### config.mk
export PLATFORM = sky130hd
export DESIGN_NAME = dp_arbiter
export DESIGN_NICKNAME = d
export VERILOG_FILES = /design/src/rtl/dp_pkg.sv /design/src/rtl/dp_arbiter_rr_arb2.sv /design/src/rtl/dp_arbiter.sv
export SDC_FILE = /design/constraint.sdc
export NUM_CORES = 1
export LEC_CHECK = 0
export CELL_PAD_IN_SITES_DETAIL_PLACEMENT = 0
export CELL_PAD_IN_SITES_GLOBAL_PLACEMENT = 2
export CORE_MARGIN = 3
export CORE_UTILIZATION = 22
export CTS_CLUSTER_SIZE = 30
export DETAILED_ROUTE_END_ITERATION = 6
export GPL_TIMING_DRIVEN = 0
export PLACE_DENSITY = 0.9
export SLEW_MARGIN = 20
export SYNTH_ARGS = -nofsm -noshare
export SYNTH_HDL_FRONTEND = slang
export SYNTH_SLANG_ARGS = --single-unit
### constraint.sdc
create_clock -name clk -period 2.35 [get_ports clk]
set_clock_uncertainty 0.1 [all_clocks]
set_input_delay 0.47 -clock clk [delete_from_list [all_inputs] [get_ports clk]]
set_output_delay 0.47 -clock clk [all_outputs]
set_load 0.005 [all_outputs]
### src/rtl/dp_pkg.sv
// dp_pkg: definitions shared by the dual-port datapath arbiter.
//   OPCODE_W        : opcode width
//   opcode_e        : ADD=0001, SUB=0010, GCD=0011 (all other codes are invalid)
//   state_e         : arbiter FSM states IDLE / EXECUTE / RESPOND
//   is_valid_opcode : 1 for the three supported opcodes
package dp_pkg;

  localparam int OPCODE_W = 4;

  typedef enum logic [OPCODE_W-1:0] {
    OP_ADD = 4'b0001,
    OP_SUB = 4'b0010,
    OP_GCD = 4'b0011
  } opcode_e;

  typedef enum logic [1:0] {
    IDLE    = 2'd0,
    EXECUTE = 2'd1,
    RESPOND = 2'd2
  } state_e;

  function automatic logic is_valid_opcode(input logic [OPCODE_W-1:0] op);
    return (op == OP_ADD) || (op == OP_SUB) || (op == OP_GCD);
  endfunction

endpackage

### src/rtl/dp_arbiter_rr_arb2.sv
// rr_arb2: two-requester winner select with a priority pointer.
//   clk, reset : clock, synchronous active-high reset (pointer -> 0)
//   req        : request vector
//   advance    : high for the single RESPOND cycle of a transaction
//   served     : index of the requester being answered
//   win_idx    : combinational winner (sole requester, or pointer on a tie)
//   ptr        : current priority pointer
module rr_arb2 (
  input  logic       clk,
  input  logic       reset,
  input  logic [1:0] req,
  input  logic       advance,
  input  logic       served,
  output logic       win_idx,
  output logic       ptr
);

  always_comb begin
    win_idx = 1'b0;
    if (req == 2'b10) begin
      win_idx = 1'b1;
    end else if (req == 2'b11) begin
      win_idx = ptr;
    end
  end

  // After every response the other requester gets priority.
  always_ff @(posedge clk) begin
    if (reset) begin
      ptr <= 1'b0;
    end else if (advance) begin
      ptr <= ~served;
    end
  end

endmodule

### src/rtl/dp_arbiter.sv
// dp_arbiter: arbitrates two requesters onto one shared datapath.
//   Build option: define DP_ARBITER_TIMEOUT_EN to add an EXECUTE watchdog of
//   TIMEOUT cycles; without it EXECUTE waits for dp_done indefinitely.
//   clk, reset          : clock, synchronous active-high reset
//   req/req_opcode/req_a/req_b : per-requester request, held until rsp_valid
//   gnt                 : one-hot owner during EXECUTE/RESPOND, 0 in IDLE
//   rsp_valid           : one-cycle completion pulse for the winner
//   rsp_result/rsp_error: response payload, held outside RESPOND
//   err_count           : saturating count of error responses
//   dp_enable/dp_opcode/dp_a/dp_b : datapath command (operands latched in IDLE)
//   dp_done/dp_result   : datapath completion, only sampled in EXECUTE
// Handshake: a requester raises req with its operands and keeps it high until
// its rsp_valid bit pulses; dropping req early does not cancel the operation.
// The FSM state is visible as state_q for debug.
module dp_arbiter
  import dp_pkg::*;
#(
  parameter int WIDTH   = 16,
  parameter int OPND    = 8,
  parameter int TIMEOUT = 64
) (
  input  logic                     clk,
  input  logic                     reset,
  input  logic [1:0]               req,
  input  logic [1:0][OPCODE_W-1:0] req_opcode,
  input  logic [1:0][OPND-1:0]     req_a,
  input  logic [1:0][OPND-1:0]     req_b,
  output logic [1:0]               gnt,
  output logic [1:0]               rsp_valid,
  output logic [WIDTH-1:0]         rsp_result,
  output logic                     rsp_error,
  output logic [7:0]               err_count,
  output logic                     dp_enable,
  output logic [OPCODE_W-1:0]      dp_opcode,
  output logic [OPND-1:0]          dp_a,
  output logic [OPND-1:0]          dp_b,
  input  logic                     dp_done,
  input  logic [WIDTH-1:0]         dp_result
);

  state_e state_q, state_d;
  logic   win_q;
  logic   arb_win;
  logic   arb_ptr;
  logic   timeout_hit;
  logic   win_valid_op;
  logic   win_onehot_unused;

  rr_arb2 u_rr_arb2 (
    .clk     (clk),
    .reset   (reset),
    .req     (req),
    .advance (state_q == RESPOND),
    .served  (win_q),
    .win_idx (arb_win),
    .ptr     (arb_ptr)
  );

  // The pointer is only consumed inside the arbiter; kept visible for debug.
  assign win_onehot_unused = arb_ptr;

  assign win_valid_op = is_valid_opcode(req_opcode[arb_win]);

`ifdef DP_ARBITER_TIMEOUT_EN
  localparam int TMR_W = $clog2(TIMEOUT + 1);
  logic [TMR_W-1:0] tmr_q;

  // Cleared when EXECUTE is entered, then counts every EXECUTE cycle.
  always_ff @(posedge clk) begin
    if (reset) begin
      tmr_q <= '0;
    end else if (state_q == IDLE) begin
      tmr_q <= '0;
    end else if (state_q == EXECUTE) begin
      tmr_q <= tmr_q + 1'b1;
    end
  end

  // True during the TIMEOUT-th EXECUTE cycle.
  assign timeout_hit = (tmr_q == TMR_W'(TIMEOUT - 1));
`else
  // Watchdog compiled out; the parameter is referenced only as a constant.
  assign timeout_hit = 1'b0 && (TIMEOUT > 0);
`endif

  always_comb begin
    state_d = state_q;
    unique case (state_q)
      IDLE: begin
        if (|req) begin
          state_d = win_valid_op ? EXECUTE : RESPOND;
        end
      end
      EXECUTE: begin
        if (dp_done || timeout_hit) begin
          state_d = RESPOND;
        end
      end
      RESPOND: state_d = IDLE;
      default: state_d = IDLE;
    endcase
  end

  always_ff @(posedge clk) begin
    if (reset) begin
      state_q <= IDLE;
    end else begin
      state_q <= state_d;
    end
  end

  always_ff @(posedge clk) begin
    if (reset) begin
      win_q      <= 1'b0;
      dp_opcode  <= '0;
      dp_a       <= '0;
      dp_b       <= '0;
      rsp_result <= '0;
      rsp_error  <= 1'b0;
      err_count  <= '0;
    end else begin
      unique case (state_q)
        IDLE: begin
          if (|req) begin
            win_q     <= arb_win;
            dp_opcode <= req_opcode[arb_win];
            dp_a      <= req_a[arb_win];
            dp_b      <= req_b[arb_win];
            if (!win_valid_op) begin
              rsp_result <= '0;
              rsp_error  <= 1'b1;
            end
          end
        end
        EXECUTE: begin
          // A real completion wins over a watchdog expiry in the same cycle.
          if (dp_done) begin
            rsp_result <= dp_result;
            rsp_error  <= 1'b0;
          end else if (timeout_hit) begin
            rsp_result <= '0;
            rsp_error  <= 1'b1;
          end
        end
        RESPOND: begin
          if (rsp_error && (err_count != 8'hFF)) begin
            err_count <= err_count + 8'd1;
          end
        end
        default: ;
      endcase
    end
  end

  always_comb begin
    gnt       = 2'b00;
    rsp_valid = 2'b00;
    dp_enable = 1'b0;
    if (state_q != IDLE) begin
      gnt = win_q ? 2'b10 : 2'b01;
    end
    if (state_q == RESPOND) begin
      rsp_valid = win_q ? 2'b10 : 2'b01;
    end
    if (state_q == EXECUTE) begin
      dp_enable = 1'b1;
    end
  end

endmodule

-- Yosys cells after proc, flatten, opt, wreduce, memory -nomap -nowiden
Index checks and enable logic that the tools add are counted.
- register bits: 49
- bits of input ports: 61
- output and inout bits: 50
- logic and storage cells: 58
- $add $sub $neg: 1
- order comparisons: 1
- equality and inequality tests: 11
- mux-type cells: 24
- bitwise operators: 1
- reductions and logical operators: 11
- operator list (kind ; number):
    $mux 16 ; 3
    $mux 8 ; 4
    $pmux 16 s2 ; 1
    $mux 2 ; 6
    $add 8x1->8 const B ; 1
    $eq 4x2->1 const B ; 2
    $mux 4 ; 2
    $ne 8x8->1 const B ; 1
    $eq 2x2->1 const B ; 3
    $mux 1 ; 6
    $ne 2x2->1 const B ; 3
    $reduce_and 2->1 ; 3
    $eq 4x1->1 const B ; 1
    $pmux 2 s2 ; 1
    $reduce_and 4->1 ; 1
    $reduce_bool 2->1 ; 2
    $eq 2x1->1 const B ; 1
    $logic_not 2->1 ; 1
    $logic_or 1x1->1 ; 2
    $lt 1x2->1 const B ; 1
    $pmux 1 s2 ; 1
    $reduce_or 2->1 ; 1
    $logic_and 1x1->1 ; 1
    $not 1->1 ; 1

-- Depth between registers and ports, before layout
- depth after elaboration: 11
- depth in mapped cells: 7
- gate-level depth less buffers: 5

-- Cells and area by module
From an unflattened synthesis, not the netlist that was laid out.
- cells, all modules: 244
- area total of the unflattened synthesis: 2337.2 um^2
- modules (own cells, without submodules) (module ; times used ; cells each ; area an instance (um^2) ; sequential area each (um^2)):
    dp_arbiter ; 1 ; 239 ; 2289.7 ; 960.9
    rr_arb2 ; 1 ; 5 ; 47.5 ; 20.0

-- Least setup slack after synthesis
OpenSTA, ideal clock, no wires.
- kind: input -> register
- start point: input req[1]
- end point: register rsp_result[0]
- library setup time: 0.072 ns
- data arrival time: 1.702 ns
- data required time: 2.178 ns
- path slack: 0.477 ns
- stages: 5
- buffers on the path: 2
- path through: clkbuf_1 > a2111o_1 > o211ai_4 > buf_8 > mux2i_1
- word-level cells in the longest chain between the ends: 10
- elaborated cells between the ends (all ways): 15
- classes of those cells: 7 x eq/ne; 4 x mux; 4 x reduce/logical
- RTL lines (item ; RTL line ; RTL):
    start: declaration ; dp_arbiter.sv:24 ; input logic [1:0] req,
    $eq 2x2->1 ; dp_arbiter_rr_arb2.sv:22 ; end else if (req == 2'b11) begin
    $mux 1 ; dp_arbiter_rr_arb2.sv:22 ;
    $mux 1 ; dp_arbiter_rr_arb2.sv:20 ; if (req == 2'b10) begin
    $mux 4 (not written as such) (2 in a row) ; dp_arbiter.sv:62 ; assign win_valid_op = is_valid_opcode(req_opcode[arb_win]);
    $eq 4x1->1 / $eq 4x2->1 (equally long branches) ; dp_pkg.sv:23 ; return (op == OP_ADD) || (op == OP_SUB) || (op == OP_GCD);
    $logic_or 1x1->1 (2 in a row) ; dp_pkg.sv:23 ;
    $ne 2x2->1 (no line) ; n/a ;
    $reduce_and 4->1 (no line) * ; n/a ;
    end signal: assignment ; dp_arbiter.sv:138 ; rsp_result <= dp_result;
    end: declaration ; dp_arbiter.sv:30 ; output logic [WIDTH-1:0] rsp_result,
Mark *: on every way between the ends. The rest lies on a longest branch, timed or not. The select of a mux whose other input is x is not followed.
A chain may end at the register's enable or synchronous reset.

-- Worst setup path after layout
- start point: register state_q[0]
- end point: output rsp_valid[0]
- word-level cells in the longest chain between the ends: 2
- RTL lines (item ; RTL line ; RTL):
    start: declaration ; dp_arbiter.sv:41 ; state_e state_q, state_d;
    start signal: assignment ; dp_arbiter.sv:108 ; state_q <= state_d;
    $eq 2x2->1 ; dp_arbiter.sv:162 ; if (state_q == RESPOND) begin
    $mux 2 ; dp_arbiter.sv:162 ;
    end: declaration ; dp_arbiter.sv:29 ; output logic [1:0] rsp_valid,
Every way passes these cells.

==> results by group <==
Route
  – Via count: between 2000 and 2500
  – DR vias/cell: 4.50
  – Antenna-violating nets left: 0
  – Routed len/inst: 13.9 µm
  – DR iter-0 viols: 72
  – Pre-antenna DRT Iters: 6
  – Routed wire length: 7.20 mm
  – # DRC: 0

Min path
  – Hold Crit Class: register to register
  – Worst hold start: rsp_result[7]$_SDFFE_PP0P_
  – Hold EP: rsp_result[7]$_SDFFE_PP0P_
  – Hold path cells: 2

Timing
  – Setup WS post-layout: 0.152 ns
  – Final hold violations: 0
  – Pins Over Slew Limit: 0
  – Final setup violation count: 0
  – Final period util: 93.5%
  – Setup TNS: 0 ns
  – Final min period: 2.20 ns
  – RSZ-0062 raised after global routing: false
  – Slew at the pin with the worst max-slew slack: 0.506 ns
  – Fmax: 0.455 GHz
  – Headroom to the max-slew limit: 66.3%

CTS
  – Clk pin slew, worst setup/hold paths: 0.10 ns
  – CTS Buf Count: 5
  – Num Clock Sinks: 49
  – Root buffer cell: clkbuf_8
  – Clock Path Buffers: 2
  – CTS tree: done
  – CTS HTree Levels: 2
  – Cts hold-fix bufs: 0
  – Worst-skew pair later-pin latency: 0.29 ns

Floorplan
  – Rows: 36
  – Die Height: around 110 µm
  – Die ar.: 11500 µm²
  – Core area: 9860 µm²
  – Io pins: 111
  – Die Wd: about 110 µm
  – Starting Density: 22.9%

Power and ir drop
  – Net Sw Frac: between 20 and 30%
  – Int Power: 1.38 mW
  – Clock share of power: 25.8%
  – Comb power frac: around a quarter
  – Leak: about 1.3 nW
  – PwrDens: ~530 nW/µm²
  – Peak supply drop: 0.228 mV
  – Switching power total: ~0.54 mW
  – Sequential Power Share: between 40% and 50%

Worst setup path
  – Critical Path AT: approximately 1.6 ns
  – Reg2reg setup slack: 0.47 ns
  – Crit. End Element: output pin
  – CP max FO: 10
  – R2r worst-path depth: 6
  – Critical path startpoint category: register
  – R2r endpoint: dp_a[2]$_SDFFE_PP0P_
  – CP required: 1.78 ns
  – Worst setup path class: register to output pin
  – RR Startpoint: state_q[0]$_SDFFE_PP0P_

Synthesis
  – Post-synthesis average cell area: ~8.5 µm²
  – Primary FF master, synth: dfxtp_1
  – Synth Warn #: 0
  – Asr flop ratio synth: 0%
  – Syn_nets: 329
  – Synth cell types: 37
  – Number of synthesized register bits: 49
  – Post-synthesis sequential area ratio: 43.4%
  – Post-Syn Area: about 2300 µm²
  – Post-synth EDFFs: 0
  – Mapped Cells: ~270

Finish
  – Synth-to-Final Area Change: 60.0%
  – Fin nets: about 450
  – Fraction of layout cells with a size suffix above 1: 4.94%
  – # fillers: 1005
  – Antenna diode count: 0

GRT
  – Largest net degree at the start of global routing: 15
  – Vias in the first global route: 2308
  – First-pass GRT wire length: 11.6 mm
  – Total global routing overflow: 0
  – Initial antenna violation count: 0
  – Total GRT Usage: 12.5%

Placement
  – Pre-CTS setup slack: -0.299 ns
  – IO buf count: 109
  – RD Place Congestion: around 0.76
  – DP HPWL: around 5.4 mm

Run status
  – Run status: finished, final reports clean

Run
  – Max Cap Violations: 0
==> placed cells by master, fill, tap and decap left out, types with 4 or more instances in the layout <==
| cell | netlist | final |
|---|---|---|
| clkdlybuf4s50_1 | 0 | 109 |
| mux2i_1 | 18 | 18 |
| nand2b_1 | 17 | 16 |
| clkbuf_1 | 13 | 14 |
| clkbuf_8 | 0 | 5 |
| nand2_1 | 42 | 42 |
| a311oi_1 | 20 | 20 |
| nand3_1 | 22 | 22 |
| nor2_1 | 38 | 37 |
| dfxtp_1 | 49 | 49 |
| inv_1 | 4 | 4 |
==> final cells by class <==
type / instances / area [µm²] / share of cell area (%)
Buffer: 20 / 90.1 / 2.49
Clock buffer: 6 / 72.6 / 2.01
Clock inverter: 2 / 10.0 / 0.277
Inverter: 4 / 15.0 / 0.416
Multi-Input combinational cell: 194 / 1180 / 32.7
Sequential cell: 49 / 981 / 27.1
Tap cell: 133 / 166 / 4.61
Timing Repair Buffer: 110 / 1100 / 30.4
==> sequential cells by signal (all words and copies together), names as in the netlist <==
register	cells
state_q	2
err_count	8
rsp_error	1
rsp_result	16
dp_b	8
dp_opcode	4
win_q	1
dp_a	8
u_rr_arb2.ptr	1
==> critical path, cell delays in order (launching register included) <==
cell             delay, ns
dfxtp_1               0.32
buf_2                 0.16
nand2b_2              0.23
nor2_2                0.12
clkdlybuf4s50_1       0.51
==> synth_stat cells (2+ instances only) <==
library cell / instances / area (µm²)
a311oi_1: 20 / 175
and4b_1: 2 / 20.0
buf_1: 3 / 11.3
buf_2: 3 / 15.0
clkbuf_1: 13 / 48.8
dfxtp_1: 49 / 981
inv_1: 4 / 15.0
mux2i_1: 18 / 180
nand2_1: 42 / 158
nand2b_1: 17 / 106
nand3_1: 22 / 110
nand4_1: 2 / 12.5
nor2_1: 38 / 143
nor2b_1: 4 / 25.0
nor3_1: 3 / 15.0
o2111ai_1: 2 / 17.5
o21a_1: 2 / 15.0
o21ai_0: 2 / 10.0
xor2_1: 3 / 26.3
==> how the worst max path moves through the flow <==
stage,from,endpoint,slack (ns)
2_1_floorplan,req[1],rsp_result[0]$_SDFFE_PP0P_,0.48
3_3_place_gp,req[0],rsp_result[15]$_SDFFE_PP0P_,-0.26
3_5_place_dp,req[0],rsp_result[13]$_SDFFE_PP0P_,-0.30
4_1_cts,req[0],rsp_result[13]$_SDFFE_PP0P_,0.01
5_1_grt,state_q[0]$_SDFFE_PP0P_,rsp_valid[0],0.01
6_report,state_q[0]$_SDFFE_PP0P_,rsp_valid[0],0.15
==> kinds of logic (layout without fill, tap and decap cells) <==
family / Yosys count / count (layout) / synth area share, %
AOI/OAI and AO/OA: 34 / 34 / 13.2
and+or+nand+nor: 137 / 137 / 28.5
muxes: 19 / 19 / 8.48
adders and majority gates: 1 / 1 / 0.554
DFF: 49 / 49 / 43.4
buffers and inverters: 24 / 142 / 4.65
xor gates and xnor gates: 3 / 3 / 1.16
==> metal layers <==
metal  vias up  share of wire [%]  track usage (%)
met4         0               0.69             3.11
met3         2                4.4             2.46
met5         -                  0                0
met1      1102                 44             15.9
li1       1168                  -                -
met2        61                 51             21.7
==> power by group through the flow <==
stage          Clock (mW)  Combinational (mW)  Sequential, mW
2_1_floorplan           0               0.216           0.942
6_report            0.495               0.498           0.923
3_3_place_gp            0               0.497           0.941
3_5_place_dp            0               0.500           0.942
5_1_grt             0.555               0.551           0.933
4_1_cts             0.527               0.501           0.923
==> stage by stage <==
step | instances | utilization (%) | cell area, µm² | total power [mW] | hold WS [ns]
global route | 518 | 36.6 | 3610 | 2.04 | 0.412
finish | 518 | 36.6 | 3610 | 1.92 | 0.379
CTS | 517 | 36.5 | 3600 | 1.95 | 0.386
detailed placement | 509 | 35.6 | 3520 | 1.44 | 0.369
floorplan | 267 | - | 2260 | 1.16 | 0.358
global placement | 509 | 35.6 | 3520 | 1.44 | 0.363
==> repair_timing <==
action | in CTS | in global routing
setup buffers | 0 | 1
setup endpoints to repair | 0 | 12
resized for setup | 0 | 3
endpoints found under the hold margin | 0 | 0
Power figures use the tool's default switching activity.
